===== src/rtl/fir_feeder_if.sv =====
// fir_feeder_if: configuration, coefficient, sample and filter-side signals of the FIR feeder.
// master = upstream source / filter side, slave = the feeder.
// Build macro FIR_FEEDER_DECIM_EN adds the cfg_dec_level field.
interface fir_feeder_if #(
  parameter int unsigned FS_WIDTH    = 6,
  parameter int unsigned INPUT_WIDTH = 32
);
  logic                   cfg_start;
  logic [FS_WIDTH-1:0]    cfg_filter_size;
`ifdef FIR_FEEDER_DECIM_EN
  logic [1:0]             cfg_dec_level;
`endif
  logic [INPUT_WIDTH-1:0] coeff_data_in;
  logic                   coeff_valid_in;
  logic                   coeff_ready_out;
  logic [INPUT_WIDTH-1:0] sample_data_in;
  logic                   sample_valid_in;
  logic                   sample_ready_out;
  logic                   stall_in;
  logic                   flush_in;
  logic                   init_filter_out;
  logic                   input_valid_out;
  logic [INPUT_WIDTH-1:0] fir_input_out;
  logic [FS_WIDTH-1:0]    filter_size_out;
  logic                   flush_pipeline_out;
  logic                   coeffs_loaded;
  logic                   error_flag;

  modport master (
    output cfg_start, cfg_filter_size,
`ifdef FIR_FEEDER_DECIM_EN
    output cfg_dec_level,
`endif
    output coeff_data_in, coeff_valid_in, sample_data_in, sample_valid_in, stall_in, flush_in,
    input  coeff_ready_out, sample_ready_out, init_filter_out, input_valid_out, fir_input_out,
    input  filter_size_out, flush_pipeline_out, coeffs_loaded, error_flag
  );

  modport slave (
    input  cfg_start, cfg_filter_size,
`ifdef FIR_FEEDER_DECIM_EN
    input  cfg_dec_level,
`endif
    input  coeff_data_in, coeff_valid_in, sample_data_in, sample_valid_in, stall_in, flush_in,
    output coeff_ready_out, sample_ready_out, init_filter_out, input_valid_out, fir_input_out,
    output filter_size_out, flush_pipeline_out, coeffs_loaded, error_flag
  );
endinterface


===== src/rtl/fir_filter_feeder.sv =====
// fir_filter_feeder: programs the FIR coefficient memory, then streams buffered samples.
// Build macro FIR_FEEDER_DECIM_EN enables forwarding of every 2^cfg_dec_level-th sample.
module fir_filter_feeder #(
  parameter int unsigned FS_WIDTH    = 6,
  parameter int unsigned INPUT_WIDTH = 32,
  parameter int unsigned FIFO_AW     = 3
) (
  input logic         clk,
  input logic         rst,
  fir_feeder_if.slave bus
);
  localparam int unsigned DEPTH = 1 << FIFO_AW;
  localparam int unsigned CNT_W = FIFO_AW + 1;

  typedef enum logic [1:0] {IDLE = 2'd0, LOAD = 2'd1, STREAM = 2'd2} state_t;

  state_t                 state, state_nx;
  logic [FS_WIDTH-1:0]    size_q, coeff_cnt, coeff_cnt_nx;
  logic                   slot_valid, slot_valid_nx;
  logic [INPUT_WIDTH-1:0] slot_data, slot_data_nx;
  logic                   init_q, init_nx, loaded_q, loaded_nx;
  logic                   error_q, error_nx, flushp_q, flushp_nx;
  logic                   reload_q, reload_nx;
  logic [INPUT_WIDTH-1:0] mem [DEPTH];
  logic [FIFO_AW-1:0]     wptr, rptr;
  logic [CNT_W-1:0]       count, count_nx;
  logic                   full_q;
  logic                   push, pop, xfer, slot_free, cfg_ok, cfg_take, coeff_ready_c, fwd;

`ifdef FIR_FEEDER_DECIM_EN
  logic [1:0] dec_level;
  logic [2:0] phase, phase_last;

  assign phase_last = 3'((4'd1 << dec_level) - 4'd1);
  assign fwd        = (phase == 3'd0);

  // Decimation phase: restarts on LOAD entry and on flush, advances on every FIFO pop.
  always_ff @(posedge clk) begin
    if (rst) begin
      dec_level <= '0;
      phase     <= '0;
    end else begin
      if (cfg_take) dec_level <= bus.cfg_dec_level;
      if (bus.flush_in || (state_nx == LOAD && state != LOAD)) phase <= '0;
      else if (pop) phase <= (phase == phase_last) ? 3'd0 : phase + 3'd1;
    end
  end
`else
  assign fwd = 1'b1;
`endif

  // Next-state, slot, FIFO-pop and coefficient-handshake decisions.
  always_comb begin
    state_nx      = state;
    coeff_cnt_nx  = coeff_cnt;
    slot_valid_nx = slot_valid;
    slot_data_nx  = slot_data;
    init_nx       = init_q;
    loaded_nx     = loaded_q;
    error_nx      = error_q;
    reload_nx     = reload_q;
    flushp_nx     = 1'b0;
    cfg_take      = 1'b0;
    pop           = 1'b0;
    coeff_ready_c = 1'b0;
    xfer          = slot_valid & ~bus.stall_in;
    slot_free     = ~slot_valid | xfer;
    push          = bus.sample_valid_in & ~full_q & ~bus.flush_in;
    cfg_ok        = (bus.cfg_filter_size != '0);

    if (bus.sample_valid_in && full_q) error_nx = 1'b1;
    if (xfer) slot_valid_nx = 1'b0;

    if (bus.flush_in) begin
      slot_valid_nx = 1'b0;
      reload_nx     = 1'b0;
      flushp_nx     = 1'b1;
      if (state == LOAD) begin
        state_nx  = IDLE;
        init_nx   = 1'b0;
        loaded_nx = 1'b0;
      end
    end else begin
      case (state)
        IDLE: begin
          if (bus.cfg_start) begin
            if (cfg_ok) begin
              state_nx     = LOAD;
              cfg_take     = 1'b1;
              coeff_cnt_nx = '0;
              init_nx      = 1'b1;
              loaded_nx    = 1'b0;
            end else begin
              error_nx = 1'b1;
            end
          end
        end
        LOAD: begin
          // Never accept more coefficients than the latched size.
          coeff_ready_c = ~slot_valid | (xfer & (coeff_cnt != size_q - FS_WIDTH'(1)));
          if (bus.cfg_start) error_nx = 1'b1;
          if (xfer) begin
            coeff_cnt_nx = coeff_cnt + FS_WIDTH'(1);
            if (coeff_cnt == size_q - FS_WIDTH'(1)) begin
              state_nx  = STREAM;
              init_nx   = 1'b0;
              loaded_nx = 1'b1;
            end
          end
          if (bus.coeff_valid_in && coeff_ready_c) begin
            slot_valid_nx = 1'b1;
            slot_data_nx  = bus.coeff_data_in;
          end
        end
        STREAM: begin
          if (bus.cfg_start && !reload_q) begin
            if (cfg_ok) begin
              reload_nx = 1'b1;
              cfg_take  = 1'b1;
              loaded_nx = 1'b0;
            end else begin
              error_nx = 1'b1;
            end
          end
          if (reload_q) begin
            if (!slot_valid) begin
              state_nx     = LOAD;
              coeff_cnt_nx = '0;
              init_nx      = 1'b1;
              reload_nx    = 1'b0;
            end
          end else if (count != '0) begin
            if (!fwd) begin
              pop = 1'b1;
            end else if (slot_free) begin
              pop           = 1'b1;
              slot_valid_nx = 1'b1;
              slot_data_nx  = mem[rptr];
            end
          end
        end
        default: state_nx = IDLE;
      endcase
    end

    count_nx = bus.flush_in ? '0 : count + CNT_W'(push) - CNT_W'(pop);
  end

  // State, slot, status and FIFO pointer registers.
  always_ff @(posedge clk) begin
    if (rst) begin
      state      <= IDLE;
      size_q     <= '0;
      coeff_cnt  <= '0;
      slot_valid <= 1'b0;
      slot_data  <= '0;
      init_q     <= 1'b0;
      loaded_q   <= 1'b0;
      error_q    <= 1'b0;
      flushp_q   <= 1'b0;
      reload_q   <= 1'b0;
      wptr       <= '0;
      rptr       <= '0;
      count      <= '0;
      full_q     <= 1'b0;
    end else begin
      state      <= state_nx;
      coeff_cnt  <= coeff_cnt_nx;
      slot_valid <= slot_valid_nx;
      slot_data  <= slot_data_nx;
      init_q     <= init_nx;
      loaded_q   <= loaded_nx;
      error_q    <= error_nx;
      flushp_q   <= flushp_nx;
      reload_q   <= reload_nx;
      count      <= count_nx;
      full_q     <= (count_nx == CNT_W'(DEPTH));
      if (cfg_take) size_q <= bus.cfg_filter_size;
      if (bus.flush_in) begin
        wptr <= '0;
        rptr <= '0;
      end else begin
        if (push) wptr <= wptr + FIFO_AW'(1);
        if (pop)  rptr <= rptr + FIFO_AW'(1);
      end
    end
  end

  // Sample FIFO storage.
  always_ff @(posedge clk) begin
    if (push) mem[wptr] <= bus.sample_data_in;
  end

  assign bus.coeff_ready_out    = coeff_ready_c;
  assign bus.sample_ready_out   = ~full_q;
  assign bus.init_filter_out    = init_q;
  assign bus.input_valid_out    = slot_valid;
  assign bus.fir_input_out      = slot_data;
  assign bus.filter_size_out    = size_q;
  assign bus.flush_pipeline_out = flushp_q;
  assign bus.coeffs_loaded      = loaded_q;
  assign bus.error_flag         = error_q;
endmodule


===== src/flat_wrapper.sv =====
// flat-port wrapper written by rule: the top's interface ports become plain ports
module fir_filter_feeder_flat 
#(
  parameter int unsigned FS_WIDTH    = 6,
  parameter int unsigned INPUT_WIDTH = 32,
  parameter int unsigned FIFO_AW     = 3
)
  (clk, rst, bus_cfg_start, bus_cfg_filter_size, bus_coeff_data_in, bus_coeff_valid_in, bus_sample_data_in, bus_sample_valid_in, bus_stall_in, bus_flush_in, bus_coeff_ready_out, bus_sample_ready_out, bus_init_filter_out, bus_input_valid_out, bus_fir_input_out, bus_filter_size_out, bus_flush_pipeline_out, bus_coeffs_loaded, bus_error_flag);
  fir_feeder_if #(.FS_WIDTH(FS_WIDTH), .INPUT_WIDTH(INPUT_WIDTH)) bus_i ();
  input logic clk;
  input logic rst;
  input wire logic [$bits(bus_i.cfg_start)-1:0] bus_cfg_start;
  input wire logic [$bits(bus_i.cfg_filter_size)-1:0] bus_cfg_filter_size;
  input wire logic [$bits(bus_i.coeff_data_in)-1:0] bus_coeff_data_in;
  input wire logic [$bits(bus_i.coeff_valid_in)-1:0] bus_coeff_valid_in;
  input wire logic [$bits(bus_i.sample_data_in)-1:0] bus_sample_data_in;
  input wire logic [$bits(bus_i.sample_valid_in)-1:0] bus_sample_valid_in;
  input wire logic [$bits(bus_i.stall_in)-1:0] bus_stall_in;
  input wire logic [$bits(bus_i.flush_in)-1:0] bus_flush_in;
  output wire logic [$bits(bus_i.coeff_ready_out)-1:0] bus_coeff_ready_out;
  output wire logic [$bits(bus_i.sample_ready_out)-1:0] bus_sample_ready_out;
  output wire logic [$bits(bus_i.init_filter_out)-1:0] bus_init_filter_out;
  output wire logic [$bits(bus_i.input_valid_out)-1:0] bus_input_valid_out;
  output wire logic [$bits(bus_i.fir_input_out)-1:0] bus_fir_input_out;
  output wire logic [$bits(bus_i.filter_size_out)-1:0] bus_filter_size_out;
  output wire logic [$bits(bus_i.flush_pipeline_out)-1:0] bus_flush_pipeline_out;
  output wire logic [$bits(bus_i.coeffs_loaded)-1:0] bus_coeffs_loaded;
  output wire logic [$bits(bus_i.error_flag)-1:0] bus_error_flag;
  assign bus_i.cfg_start = bus_cfg_start;
  assign bus_i.cfg_filter_size = bus_cfg_filter_size;
  assign bus_i.coeff_data_in = bus_coeff_data_in;
  assign bus_i.coeff_valid_in = bus_coeff_valid_in;
  assign bus_i.sample_data_in = bus_sample_data_in;
  assign bus_i.sample_valid_in = bus_sample_valid_in;
  assign bus_i.stall_in = bus_stall_in;
  assign bus_i.flush_in = bus_flush_in;
  assign bus_coeff_ready_out = bus_i.coeff_ready_out;
  assign bus_sample_ready_out = bus_i.sample_ready_out;
  assign bus_init_filter_out = bus_i.init_filter_out;
  assign bus_input_valid_out = bus_i.input_valid_out;
  assign bus_fir_input_out = bus_i.fir_input_out;
  assign bus_filter_size_out = bus_i.filter_size_out;
  assign bus_flush_pipeline_out = bus_i.flush_pipeline_out;
  assign bus_coeffs_loaded = bus_i.coeffs_loaded;
  assign bus_error_flag = bus_i.error_flag;
  fir_filter_feeder #(.FS_WIDTH(FS_WIDTH), .INPUT_WIDTH(INPUT_WIDTH), .FIFO_AW(FIFO_AW)) u_core (.clk(clk), .rst(rst), .bus(bus_i));
endmodule

===== config.mk =====
export PLATFORM = sky130hd
export DESIGN_NAME = fir_filter_feeder_flat
export DESIGN_NICKNAME = d
export VERILOG_FILES = /design/src/rtl/fir_feeder_if.sv /design/src/rtl/fir_filter_feeder.sv /design/src/flat_wrapper.sv
export SDC_FILE = /design/constraint.sdc
export NUM_CORES = 1
export LEC_CHECK = 0
export CAP_MARGIN = 20
export CORE_MARGIN = 1.5
export CORE_UTILIZATION = 25
export CTS_CLUSTER_SIZE = 16
export DETAILED_ROUTE_END_ITERATION = 6
export PLACE_DENSITY_LB_ADDON = 0.12
export SYNTH_ARGS = -nofsm -noshare
export SYNTH_HDL_FRONTEND = slang
export SYNTH_SLANG_ARGS = --single-unit
export TNS_END_PERCENT = 20

===== constraint.sdc =====
create_clock -name clk -period 4.6 [get_ports clk]
set_input_delay 0.92 -clock clk [delete_from_list [all_inputs] [get_ports clk]]
set_output_delay 0.92 -clock clk [all_outputs]
set_load 0.02 [all_outputs]

==> impl_metrics.yaml <==
worst_setup_path:
  critPathRequiredTime_ns: 3.68
  arrival_ns: 2.94
  crit_chain: "inv_1, ha_1, nand2b_1, o211a_1, o31ai_1, a21oi_1, o21ai_0, nor2_1, clkdlybuf4s50_1"
  slowest_stage: "clkdlybuf4s50_1"
  cp-start-kind: "flip-flop"
  worstSetupPathType: "reg -> out"
  end_kind: "output pin"
  crit_fanout: 6
  max_stage_delay_ns: 0.55
synth:
  postSynthCellCount: 788
  synth_top_area_cell: "edfxtp_1"
  synth.avg_cell_area_um2: 16.7
  synth_cell_type_count: 48
  yosys.area.top_type_share_pct: 58.5
  yosysSeqAreaShare_pct: 68.5
  synthFlopType: "edfxtp_1"
  yosysWarnings: 0
  ys_seq_elements: 322
  synthTopCellsByArea: "edfxtp_1, mux4_2, dfxtp_1"
  async_flop_share_pct: 0
  synthesis.area_um2: 13100
  syn-num-nets: 879
  synth_edf_count: 256
cts:
  postCtsHoldBufs: 0
  cts.sinks: 322
  cts_tree: "yes"
  cts_resized: 0
  cts_setup_buffers: 0
  clk_pin_slew_worst_paths_ns: 0.06
  htreeDepth: 2
  clk_latency_ns: 0.55
  cts-root-buf: "clkbuf_16"
  cts_made_buffers: 39
  cts_buffer_depth: 3
sta:
  layout_min_cycle_time_ns: 3.86
  final-setup-viol-count: 0
  period_share_pct: 84.0
  max_freq_mhz: 259
  clock_skew_ns: 0.0144
  rsz0062_at_grt: "no"
  hold_viol_final: 0
  setup_tns_ns: 0
  slew_headroom_pct: 39.1
  worst_slew_pin_slew_ns: 0.913
  maxSlewViolCount: 0
floorplan:
  start_util_pct: 25.5
  core_um2: 51600
  rows: 83
  dieArea_um2: 54000
  die_width_um: 232
  ioPinCount: 122
  fp.dieH_um: 232
global_routing:
  grt_max_degree: 54
  grt_pass1_wl_mm: 49.2
  grt_pass1_vias: 7652
  antenna_found_initial: 2
  grt_use_total_pct: 12.4
  grt-ovfl-total: 0
placed_design:
  gp_congestion: 0.805
  port_buffers: 121
  dp_hpwl_mm: 20.0
detailed_routing:
  antenna_left: 0
  dr.pass1.iters: 5
  wire_per_inst_um: 20.0
  drc: 0
  via_count: 7163
  viasPerCell: 4.37
  drtIter0Drc: 402
  wl_mm: 32.8
cells_and_area:
  mostFrequentLayoutCell: "edfxtp_1"
  drive_gt1_share_pct: 16.4
  layout_common_cells: "edfxtp_1, clkdlybuf4s50_1, mux2i_1"
  nets: 1021
  area_growth_pct: 25.2
  final_util_pct: 31.9
  n_fill_cell: 5045
power:
  p_per_area_nw_per_um2: 392
  leakage_nw: 5.18
  vdd_drop_max_uv: 218
flow_run:
  max-cap-violations: 0
worst_hold_path:
  hp-class: "reg -> reg"
outcome:
  status: "finished clean"
final timing paths:
path / start / to / slack [ns] / depth (start not counted)
setup / recovery: u_core.bus.filter_size_out[0] / bus_coeff_ready_out / 0.74 / 9
hold / removal: u_core.bus.fir_input_out[29] / u_core.bus.fir_input_out[29] / 0.47 / 2
setup reg to reg: u_core.state[0] / u_core.full_q / 1.37 / 12
hold reg to reg: u_core.bus.fir_input_out[29] / u_core.bus.fir_input_out[29] / 0.47 / 2
kinds of logic (layout without fill, tap and decap cells):
| group | after synthesis | in the layout | synth area share [%] |
|---|---|---|---|
| other | 0 | 1 | 0 |
| flip-flops | 322 | 322 | 68.5 |
| multiplexers | 132 | 132 | 16.1 |
| buffers and inverters | 57 | 228 | 2.07 |
| XOR/XNOR | 16 | 16 | 1.07 |
| adder cells (fa/ha/maj) | 14 | 14 | 1.39 |
| AO/OA/AOI/OAI | 83 | 83 | 4.71 |
| AND/OR/NAND/NOR | 164 | 164 | 6.10 |
area by class of cell:
| cell class | count | area [um^2] | share of cell area (%) |
|---|---|---|---|
| flip-flops and latches | 322 | 9010 | 54.7 |
| repair buffers | 142 | 1390 | 8.43 |
| well taps | 680 | 851 | 5.17 |
| inverters | 16 | 60.1 | 0.365 |
| diodes | 1 | 2.50 | 0.0152 |
| multi-input cells | 409 | 3940 | 23.9 |
| clock inverters | 21 | 201 | 1.22 |
| clock buffers | 49 | 1010 | 6.15 |
registers in the layout, summed over array words and instances (netlist names), named ones only:
name and flops:
u_core.count 4, u_core.coeff_cnt 6, u_core.bus.error_flag 1, u_core.mem 256, u_core.reload_q 1, u_core.bus.fir_input_out 32, u_core.bus.flush_pipeline_out 1, u_core.rptr 3
u_core.wptr 3, u_core.bus.filter_size_out 6, u_core.bus.init_filter_out 1, u_core.bus.input_valid_out 1, u_core.full_q 1, u_core.state 2, u_core.bus.coeffs_loaded 1
stage by stage:
| stage | cell area (um^2) | worst slack [ns] | hold WS [ns] | cells | total power [mW] |
|---|---|---|---|---|---|
| 2_1_floorplan | 13100 | 0.371 | 0.454 | 788 | 3.41 |
| 3_3_place_gp | 15200 | 0.986 | 0.461 | 1569 | 3.58 |
| 3_5_place_dp | 15200 | 0.917 | 0.460 | 1569 | 3.58 |
| 4_1_cts | 16500 | 0.667 | 0.478 | 1639 | 6.57 |
| 5_1_grt | 16500 | 0.499 | 0.489 | 1639 | 6.70 |
| 6_report | 16500 | 0.736 | 0.473 | 1640 | 6.46 |
synth_stat cells (all sizes together) (2+ instances only):
| cell | count |
|---|---|
| nor2 | 69 |
| clkbuf | 25 |
| mux2i | 67 |
| a211o | 33 |
| nand2 | 27 |
| nand4 | 3 |
| a221oi | 3 |
| xor2 | 11 |
| nor3 | 8 |
| a31oi | 2 |
| o21ai | 10 |
| a21o | 2 |
| a22oi | 2 |
| buf | 16 |
| and2 | 3 |
| nand3 | 3 |
| inv | 16 |
| ha | 13 |
| a21oi | 22 |
| nor2b | 3 |
| xnor2 | 5 |
| dfxtp | 66 |
| nand2b | 39 |
| edfxtp | 256 |
| mux4 | 64 |
| and3 | 2 |
worst max-delay path, delay by kind of cell, from the launching register on:
| kind | cells | cell delay (ns) |
|---|---|---|
| AO/OA/AOI/OAI | 4 | 0.91 |
| buffers and inverters | 2 | 0.62 |
| flip-flops | 1 | 0.42 |
| adder cells (fa/ha/maj) | 1 | 0.23 |
| AND/OR/NAND/NOR | 2 | 0.23 |
power breakdown:
group          leakage, nW  internal [mW]  total, mW  switching, mW
Clock                0.587           1.74       2.94           1.21
Combinational         1.74          0.154      0.321          0.168
Sequential            2.85           3.17       3.19         0.0188
Total                 5.18           5.06       6.46           1.39
routing by layer:
| metal | track usage (%) | share of wire, % | vias up |
|---|---|---|---|
| met5 | 0 | 0.024 | - |
| met1 | 16.8 | 47 | 3601 |
| met2 | 19.5 | 45 | 169 |
| met3 | 2.84 | 5.5 | 47 |
| met4 | 4.16 | 2.3 | 2 |
| li1 | - | - | 3344 |
Power figures use the tool's default switching activity.
